## src/rtl/dsp38_pkg.sv

```systemverilog
// ----------------------------------------------------------------------------
// dsp38_pkg
// Shared definitions for logic that drives a DSP38 hard block.
//   * DSP38 port widths (A, B, Z, SHIFT_RIGHT, FEEDBACK)
//   * FEEDBACK pin encoding used by the MAC sequencer
//   * FSM state encoding for dsp38_mac_sequencer
//   * width of the pipeline-latency counter (DSP_LATENCY is 1..4)
// ----------------------------------------------------------------------------
package dsp38_pkg;

    localparam int DSP38_A_W     = 20;
    localparam int DSP38_B_W     = 18;
    localparam int DSP38_Z_W     = 38;
    localparam int DSP38_SHIFT_W = 6;
    localparam int DSP38_FB_W    = 3;
    localparam int LAT_CNT_W     = 3;

    // FEEDBACK selects what the DSP38 adds the product to. The sequencer
    // only ever accumulates onto its own Z register; LOAD_ACC handles
    // restarting the sum.
    typedef enum logic [DSP38_FB_W-1:0] {
        FB_ACCUMULATE = 3'b000
    } dsp38Feedback_e;

    typedef enum logic [1:0] {
        ST_ACCUM = 2'd0,
        ST_DRAIN = 2'd1,
        ST_HOLD  = 2'd2
    } seqState_e;

endpackage

```

## src/rtl/dsp38_lat_cnt.sv

```systemverilog
// ----------------------------------------------------------------------------
// dsp38_lat_cnt
// Loadable down-counter used to wait out the DSP38 pipeline.
// Ports:
//   clk_i      clock, rising edge
//   rst_ni     asynchronous active-low reset (count cleared)
//   load_i     load loadVal_i (has priority over en_i)
//   loadVal_i  value to load
//   en_i       decrement by one while non-zero
//   zero_o     count is zero
// ----------------------------------------------------------------------------
module dsp38_lat_cnt
    import dsp38_pkg::*;
#(
    parameter int WIDTH = LAT_CNT_W
) (
    input  logic             clk_i,
    input  logic             rst_ni,
    input  logic             load_i,
    input  logic [WIDTH-1:0] loadVal_i,
    input  logic             en_i,
    output logic             zero_o
);

    logic [WIDTH-1:0] cnt_q;
    logic [WIDTH-1:0] cnt_d;

    // Load wins over decrement; the count saturates at zero so a lingering
    // enable cannot wrap it around.
    always_comb begin
        cnt_d = cnt_q;
        if (load_i) begin
            cnt_d = loadVal_i;
        end else if (en_i && (cnt_q != '0)) begin
            cnt_d = cnt_q - WIDTH'(1);
        end
    end

    // Count register.
    always_ff @(posedge clk_i or negedge rst_ni) begin
        if (!rst_ni) begin
            cnt_q <= '0;
        end else begin
            cnt_q <= cnt_d;
        end
    end

    assign zero_o = (cnt_q == '0);

endmodule

```

## src/rtl/dsp38_mac_sequencer.sv

```systemverilog
// ----------------------------------------------------------------------------
// dsp38_mac_sequencer
// Control stage in front of a DSP38 in multiply-accumulate mode. Operand
// pairs arrive on a valid/ready stream; every NUM_TAPS pairs form one dot
// product. The block drives the DSP38 operand/control pins, waits out the
// DSP pipeline, captures Z and offers it on a valid/ready result stream.
// Ports:
//   CLK, RESET            clock (rising edge), asynchronous active-low reset
//   s_valid/s_ready       operand stream handshake
//   s_a, s_b, s_sub       multiplicand, multiplier, subtract-this-product
//   m_valid/m_ready       result stream handshake
//   m_z                   dot-product result (dsp_z bit-for-bit)
//   busy                  group in progress (first accept .. result taken)
//   dsp_a, dsp_b          DSP38 A/B operands
//   dsp_load_acc          DSP38 LOAD_ACC (first beat of a group)
//   dsp_subtract          DSP38 SUBTRACT
//   dsp_feedback          DSP38 FEEDBACK (always accumulate)
//   dsp_shift_right, dsp_round, dsp_saturate   static DSP38 settings
//   dsp_z                 DSP38 Z output
// ----------------------------------------------------------------------------
module dsp38_mac_sequencer
    import dsp38_pkg::*;
#(
    parameter int                       NUM_TAPS    = 4,
    parameter int                       DSP_LATENCY = 1,
    parameter logic [DSP38_SHIFT_W-1:0] SHIFT       = '0,
    parameter bit                       ROUND_EN    = 1'b0,
    parameter bit                       SAT_EN      = 1'b0
) (
    input  logic                     CLK,
    input  logic                     RESET,
    input  logic                     s_valid,
    output logic                     s_ready,
    input  logic [DSP38_A_W-1:0]     s_a,
    input  logic [DSP38_B_W-1:0]     s_b,
    input  logic                     s_sub,
    output logic                     m_valid,
    input  logic                     m_ready,
    output logic [DSP38_Z_W-1:0]     m_z,
    output logic                     busy,
    output logic [DSP38_A_W-1:0]     dsp_a,
    output logic [DSP38_B_W-1:0]     dsp_b,
    output logic                     dsp_load_acc,
    output logic                     dsp_subtract,
    output logic [DSP38_FB_W-1:0]    dsp_feedback,
    output logic [DSP38_SHIFT_W-1:0] dsp_shift_right,
    output logic                     dsp_round,
    output logic                     dsp_saturate,
    input  logic [DSP38_Z_W-1:0]     dsp_z
);

    localparam int                TAP_W    = (NUM_TAPS > 1) ? $clog2(NUM_TAPS) : 1;
    localparam logic [TAP_W-1:0]  LAST_TAP = TAP_W'(NUM_TAPS - 1);

    seqState_e              state_q;
    seqState_e              state_d;
    logic [TAP_W-1:0]       tapCnt_q;
    logic [TAP_W-1:0]       tapCnt_d;
    logic [DSP38_A_W-1:0]   dspA_q;
    logic [DSP38_B_W-1:0]   dspB_q;
    logic                   dspLoad_q;
    logic                   dspSub_q;
    logic [DSP38_Z_W-1:0]   mZ_q;
    logic                   mValid_q;
    logic                   busy_q;

    logic                   sReady;
    logic                   accept;
    logic                   lastBeat;
    logic                   latLoad;
    logic                   latZero;
    logic                   capture;
    logic                   resultTaken;

    // State register.
    always_ff @(posedge CLK or negedge RESET) begin
        if (!RESET) begin
            state_q <= ST_ACCUM;
        end else begin
            state_q <= state_d;
        end
    end

    // Next-state logic: a group of NUM_TAPS accepts, then the pipeline
    // drain, then hold the result until the consumer takes it.
    always_comb begin
        state_d = state_q;
        unique case (state_q)
            ST_ACCUM: if (accept && lastBeat) state_d = ST_DRAIN;
            ST_DRAIN: if (latZero)            state_d = ST_HOLD;
            ST_HOLD:  if (resultTaken)        state_d = ST_ACCUM;
            default:                          state_d = ST_ACCUM;
        endcase
    end

    // FSM outputs. Operands are only taken in ACCUM; the latency counter is
    // armed on the last accept so DRAIN ends exactly DSP_LATENCY cycles after
    // the final operand reaches dsp_a/dsp_b.
    always_comb begin
        sReady      = (state_q == ST_ACCUM);
        accept      = sReady && s_valid;
        lastBeat    = (tapCnt_q == LAST_TAP);
        latLoad     = accept && lastBeat;
        capture     = (state_q == ST_DRAIN) && latZero;
        resultTaken = (state_q == ST_HOLD) && mValid_q && m_ready;
    end

    dsp38_lat_cnt #(
        .WIDTH (LAT_CNT_W)
    ) u_lat_cnt (
        .clk_i     (CLK),
        .rst_ni    (RESET),
        .load_i    (latLoad),
        .loadVal_i (LAT_CNT_W'(DSP_LATENCY)),
        .en_i      (state_q == ST_DRAIN),
        .zero_o    (latZero)
    );

    // Tap counter wraps to zero on the last beat so the next group starts
    // with LOAD_ACC asserted.
    always_comb begin
        tapCnt_d = tapCnt_q;
        if (accept) begin
            tapCnt_d = lastBeat ? '0 : tapCnt_q + TAP_W'(1);
        end
    end

    // DSP operand/control registers. Any cycle without an accept presents a
    // zero product with LOAD_ACC low, so the DSP accumulator is left as is.
    always_ff @(posedge CLK or negedge RESET) begin
        if (!RESET) begin
            tapCnt_q  <= '0;
            dspA_q    <= '0;
            dspB_q    <= '0;
            dspLoad_q <= 1'b0;
            dspSub_q  <= 1'b0;
        end else begin
            tapCnt_q  <= tapCnt_d;
            dspA_q    <= accept ? s_a : '0;
            dspB_q    <= accept ? s_b : '0;
            dspLoad_q <= accept && (tapCnt_q == '0);
            dspSub_q  <= accept && s_sub;
        end
    end

    // Result capture and output handshake; busy spans from the first accept
    // of a group until its result has been taken.
    always_ff @(posedge CLK or negedge RESET) begin
        if (!RESET) begin
            mZ_q     <= '0;
            mValid_q <= 1'b0;
            busy_q   <= 1'b0;
        end else begin
            if (capture) begin
                mZ_q     <= dsp_z;
                mValid_q <= 1'b1;
            end else if (resultTaken) begin
                mValid_q <= 1'b0;
            end
            if (accept) begin
                busy_q <= 1'b1;
            end else if (resultTaken) begin
                busy_q <= 1'b0;
            end
        end
    end

    assign s_ready         = sReady;
    assign m_valid         = mValid_q;
    assign m_z             = mZ_q;
    assign busy            = busy_q;
    assign dsp_a           = dspA_q;
    assign dsp_b           = dspB_q;
    assign dsp_load_acc    = dspLoad_q;
    assign dsp_subtract    = dspSub_q;
    assign dsp_feedback    = FB_ACCUMULATE;
    assign dsp_shift_right = SHIFT;
    assign dsp_round       = ROUND_EN;
    assign dsp_saturate    = SAT_EN;

endmodule

```

## config.mk

```make
export PLATFORM = sky130hd
export DESIGN_NAME = dsp38_mac_sequencer
export DESIGN_NICKNAME = d
export VERILOG_FILES = /design/src/rtl/dsp38_pkg.sv /design/src/rtl/dsp38_lat_cnt.sv /design/src/rtl/dsp38_mac_sequencer.sv
export SDC_FILE = /design/constraint.sdc
export NUM_CORES = 1
export LEC_CHECK = 0
export ABC_AREA = 1
export CELL_PAD_IN_SITES_DETAIL_PLACEMENT = 1
export CELL_PAD_IN_SITES_GLOBAL_PLACEMENT = 1
export CORE_MARGIN = 2
export CORE_UTILIZATION = 31
export DETAILED_ROUTE_END_ITERATION = 12
export PLACE_DENSITY = 0.91
export SETUP_SLACK_MARGIN = 0.02
export SYNTH_ARGS = -nofsm -noshare
export SYNTH_HDL_FRONTEND = slang
export SYNTH_HIERARCHICAL = 1
export SYNTH_SLANG_ARGS = --single-unit
export TNS_END_PERCENT = 10
```

## constraint.sdc

```tcl
create_clock -name CLK -period 2.29 [get_ports CLK]
set_input_delay 0.458 -clock CLK [delete_from_list [all_inputs] [get_ports CLK]]
set_output_delay 0.458 -clock CLK [all_outputs]
set_load 0.02 [all_outputs]
```

Word-level counts from Yosys, hierarchy flattened:

Index checks and enable logic that the tools add are counted.

* add/sub/neg operators: 2
* eq/ne operators: 6
* muxes and demuxes: 12
* reduce and logical (&&, ||, !) cells: 16

Operators by type and width (count)
* 20-bit 2-to-1 mux: 1
* 18-bit 2-to-1 mux: 1
* 1-bit logical AND: 8
* 2-bit 2-to-1 mux: 4
* 3-bit 2-to-1 mux: 2
* 2-bit one-hot mux with 3 select lines: 1
* 2-bit nonzero test: 3
* 2-bit == test (second input constant): 2
* 2-bit logical NOT: 2
* 2-bit != test (second input constant): 2
* 3-bit logical NOT: 1
* 1-bit 2-to-1 mux: 3
* 3-bit AND reduction: 1
* 3-bit nonzero test: 1
* 3-bit by 1-bit subtractor with 3-bit output (second input constant): 1
* 2-bit by 1-bit adder with 2-bit output (second input constant): 1
* 2-bit by 1-bit == test with 1-bit output (second input constant): 1
* 2-bit by 1-bit != test with 1-bit output (second input constant): 1

* flip-flop bits (word level): 87
* input bits: 81
* output and inout port bits: 92
* word-level logic and storage cells: 46

Logic depth before layout (Yosys ltp):

* word-level depth: 5
* mapped depth: 8
* depth with buffers taken out: 8

By module:

The synthesis kept the hierarchy.

Modules (own cells, without submodules)
* dsp38_mac_sequencer: instances 1, cells an instance 339, area an instance 3246.9 µm², sequential area each 2102.0 µm²
* dsp38_lat_cnt: instances 1, cells an instance 27, area an instance 192.7 µm², sequential area each 75.1 µm²

Least setup slack after synthesis:

Ideal clock, no wire load.

* path type: reg2reg
* from: reg state_q[0]
* to: reg u_lat_cnt.cnt_q[1]
* setup time: 0.116 ns
* data arrival time: 1.382 ns
* required time: 2.174 ns
* slack: 0.792 ns
* cell stages (with the launch flop): 7
* path buffers: 0
* period minus slack after synthesis: 1.498 ns
* path through: dfrtp_1 > nor2_2 > nand2_4 > nor2_1 > o21ai_0 > nand2_1 > nand2_1

* cells in the longest elaborated chain, start to end: 4
* elaborated cells on any way between the ends: 7
* those cells by class: eq/ne (1); mux (1); reduce/logical (5)

Ends and longest elaborated chain
* from (decl): RTL line dsp38_mac_sequencer.sv:55 `seqState_e state_q;`
* from (signal assigned): RTL line dsp38_mac_sequencer.sv:80 `state_q <= state_d;`
* 2-bit logical NOT (*): RTL line dsp38_mac_sequencer.sv:100 `sReady = (state_q == ST_ACCUM);`
* net s_ready: RTL line dsp38_mac_sequencer.sv:33 `output logic s_ready,`
* 1-bit logical AND (*): RTL line dsp38_mac_sequencer.sv:101 `accept = sReady && s_valid;`
* 1-bit logical AND (*): RTL line dsp38_mac_sequencer.sv:103 `latLoad = accept && lastBeat;`
* net latLoad: RTL line dsp38_mac_sequencer.sv:70 `logic latLoad;`
* 3-bit 2-to-1 mux or 2-bit nonzero test (tied branches)
* to (signal assigned): RTL line dsp38_lat_cnt.sv:44 `cnt_q <= cnt_d;`
* to (decl): RTL line dsp38_lat_cnt.sv:25 `logic [WIDTH-1:0] cnt_q;`

The timed path passes the listed nets; every way through them passes the cells marked *.
A chain may end at the register's enable or synchronous reset.

Worst setup path after layout:

* from: reg state_q[0]
* to: out s_ready

* cells in the longest elaborated chain, start to end: 1

Ends and longest elaborated chain (RTL line)
* 2-bit logical NOT: dsp38_mac_sequencer.sv:100
* to (decl): dsp38_mac_sequencer.sv:33

Every way passes these cells.

==> out/results.ini <==
[power_and_ir_drop]
p_leak_nw = 2.67
vdd_ir_drop_max_v = 0.000531
powerDensity_nw_per_um2 = 1250

[routing]
drc = 0
routed_wl_mm = 9.89
ant_nets = 0
drt_iter0_markers = 149
vias_per_cell = 4.38
drtPass1Iterations = 4
routed-via-count = 2959
wl_per_cell_microns = 14.6

[critical_path]
critPathLaunchType = flop
path_class = reg2out
crit_path_end_kind = output pin
rr_startpoint = u_lat_cnt/cnt_q[0]
worst_ep_arrival_time_ns = 1.66
cp_slowest_stage_delay_ns = 0.67
slowest_stage = clkdlybuf4s50_1
cp.buffers_inverters = 1
reg2reg_setup_slack_ns = 0.48
path_cells = nor2_2, clkdlybuf4s50_1
cp_top_family = buffers and inverters
critPathRequiredTime_ns = 1.83
crit_start = state_q[0]
worstPathMaxFanout = 4

[timing]
skew_ns = 0.00792
hold_viol = 0
relSlewSlack = 0.610
min_period_ns = 2.12
rsz0062_at_grt = no
worst_slew_pin_slew_ns = 0.584
slew_violations = 0
setup_violations = 0
min_period_over_period = 0.925
tns_ns = 0
holdWs_ns = 0.0891
max_freq_mhz = 472

[final_layout]
fill_cells = 1237
drive_gt1_frac = 0.0729
n_antenna_cell = 0
finalNetCount = 616
area_growth_pct = 55.5

[synth]
yosys.cell_types.count = 17
synth_area_sq_um = 3440
synth_seq_cells = 87
syn-instance-count = 366
seq_area_frac_synth = 0.633
syn_avg_cell_area_sq_um = 9.40
yosysWarnings = 6

[floorplanning]
coreArea_sq_um = 10800
ios = 173
initial_utilization = 0.317
rows = 38
dieArea_sq_um = 12000
die_y_microns = 109
fp.dieW_microns = 109

[flow_run]
drv_cap = 0

[placed_design]
hpwl_mm = 7.53
gp_congestion = 0.761
port_buffers = 161

[global_routing]
grt_pass1_vias = 3261
grt_max_degree = 50
grt_pass1_wl_mm = 15.9
antenna_found_initial = 0
met2_usage = 0.311
met3_usage = 0.0575
gr-usage-all-layers = 0.172
overflow = 0
busiest_layer = met2
met1_usage = 0.188

[clocking]
cts_resized = 0
holdBufCountCts = 0
cts_buffer_depth = 2
postCtsSetupBuffers = 0
cts_tree = built
htreeDepth = 3
clock-sinks = 87
cts_root_buffer = clkbuf_8
clkTransAtPathRegs_ns = 0.08
cts_buffers = 9
clk_latency_ns = 0.35

[status]
status = complete, no violations

[worst_hold_path]
hold_class = in2async

[stage by stage]
| step | area (sq um) | total power, mW | std cells | worst slack, ns | util |
|---|---|---|---|---|---|
| detailed placement | 5160 | 5.70 | 660 | 0.479 | 0.476 |
| finish | 5350 | 6.68 | 675 | 0.173 | 0.494 |
| global route | 5350 | 7.18 | 675 | 0.105 | 0.494 |
| global placement | 5160 | 5.51 | 660 | 0.550 | 0.476 |
| CTS | 5350 | 6.80 | 675 | 0.146 | 0.494 |
| floorplan | 3480 | 4.11 | 378 | 0.792 | - |
[flip-flops by register name, summed over array words and instances, names as in the netlist]
name / flops
m_z: 38
dsp_a: 20
dsp_b: 18
u_lat_cnt/cnt_q: 3
state_q: 2
tapCnt_q: 2
busy: 1
dsp_load_acc: 1
dsp_subtract: 1
m_valid: 1
[kinds of logic (layout without fill, tap and decap cells)]
| group | count (synthesis) | count (layout) | share of synthesized area |
|---|---|---|---|
| and+or+nand+nor | 190 | 190 | 0.234 |
| DFF | 87 | 87 | 0.633 |
| buffers and inverters | 79 | 236 | 0.111 |
| adders and majority gates | 4 | 4 | 0.0146 |
| AOI/OAI and AO/OA | 4 | 4 | 0.00582 |
| other | 2 | 14 | 0.00218 |
[power breakdown]
group	switching (mW)	internal, mW
Clock	0.552	0.506
Combinational	1.85	1.37
Sequential	0.295	2.10
[per-layer routing]
metal | up-vias | share of wire
li1 | 1394 | -
met1 | 1437 | 0.38
met2 | 116 | 0.52
met3 | 12 | 0.089
met4 | 0 | 0.014
met5 | - | 0
[synth_stat cells]
master    count  share of area
buf_2        10          0.015
buf_4        11          0.024
buf_6         4          0.013
clkbuf_1      2         0.0022
conb_1        2         0.0022
dfrtp_1      87           0.63
ha_1          4          0.015
inv_1        50          0.055
inv_2         2         0.0022
nand2_1     100           0.11
nand2_2       1         0.0018
nand2_4       1         0.0033
nand3_1      43          0.063
nor2_1       34          0.037
nor2_2       11          0.020
o21ai_0       3         0.0044
o21ai_1       1         0.0015
[layout make-up]
type                       instances  area [sq um]  area share
sequential                        87          2180       0.407
multi-input combinational        212           927       0.173
clock inverter                     6          70.1      0.0131
timing repair buffer             169          1680       0.314
inverter                          52           195      0.0365
tap                              140           175      0.0327
clock buffer                       9           124      0.0232
[cells in the final DEF, fill, tap and decap left out, drive strengths merged]
master         synthesis  final
inv                   52     54
clkdlybuf4s50          0    160
bufinv                 0      1
nand2                102    102
clkbuf                 2      9
dfrtp                 87     87
ha                     4      4
buf                   25      9
clkinvlp               0      3
nand3                 43     43
conb                   2     14
nor2                  45     45
o21ai                  4      4
[path summary, 6_finish.rpt]
path | to | depth (start not counted)
max | s_ready | 2
min | m_z[9] | 1
max reg2reg | m_z[27] | 7
min reg2reg | m_z[14] | 2
max in group asynchronous | state_q[0] | 2
min in group CLK | m_z[14] | 2
Note: power is estimated with default switching activity, not from simulation.
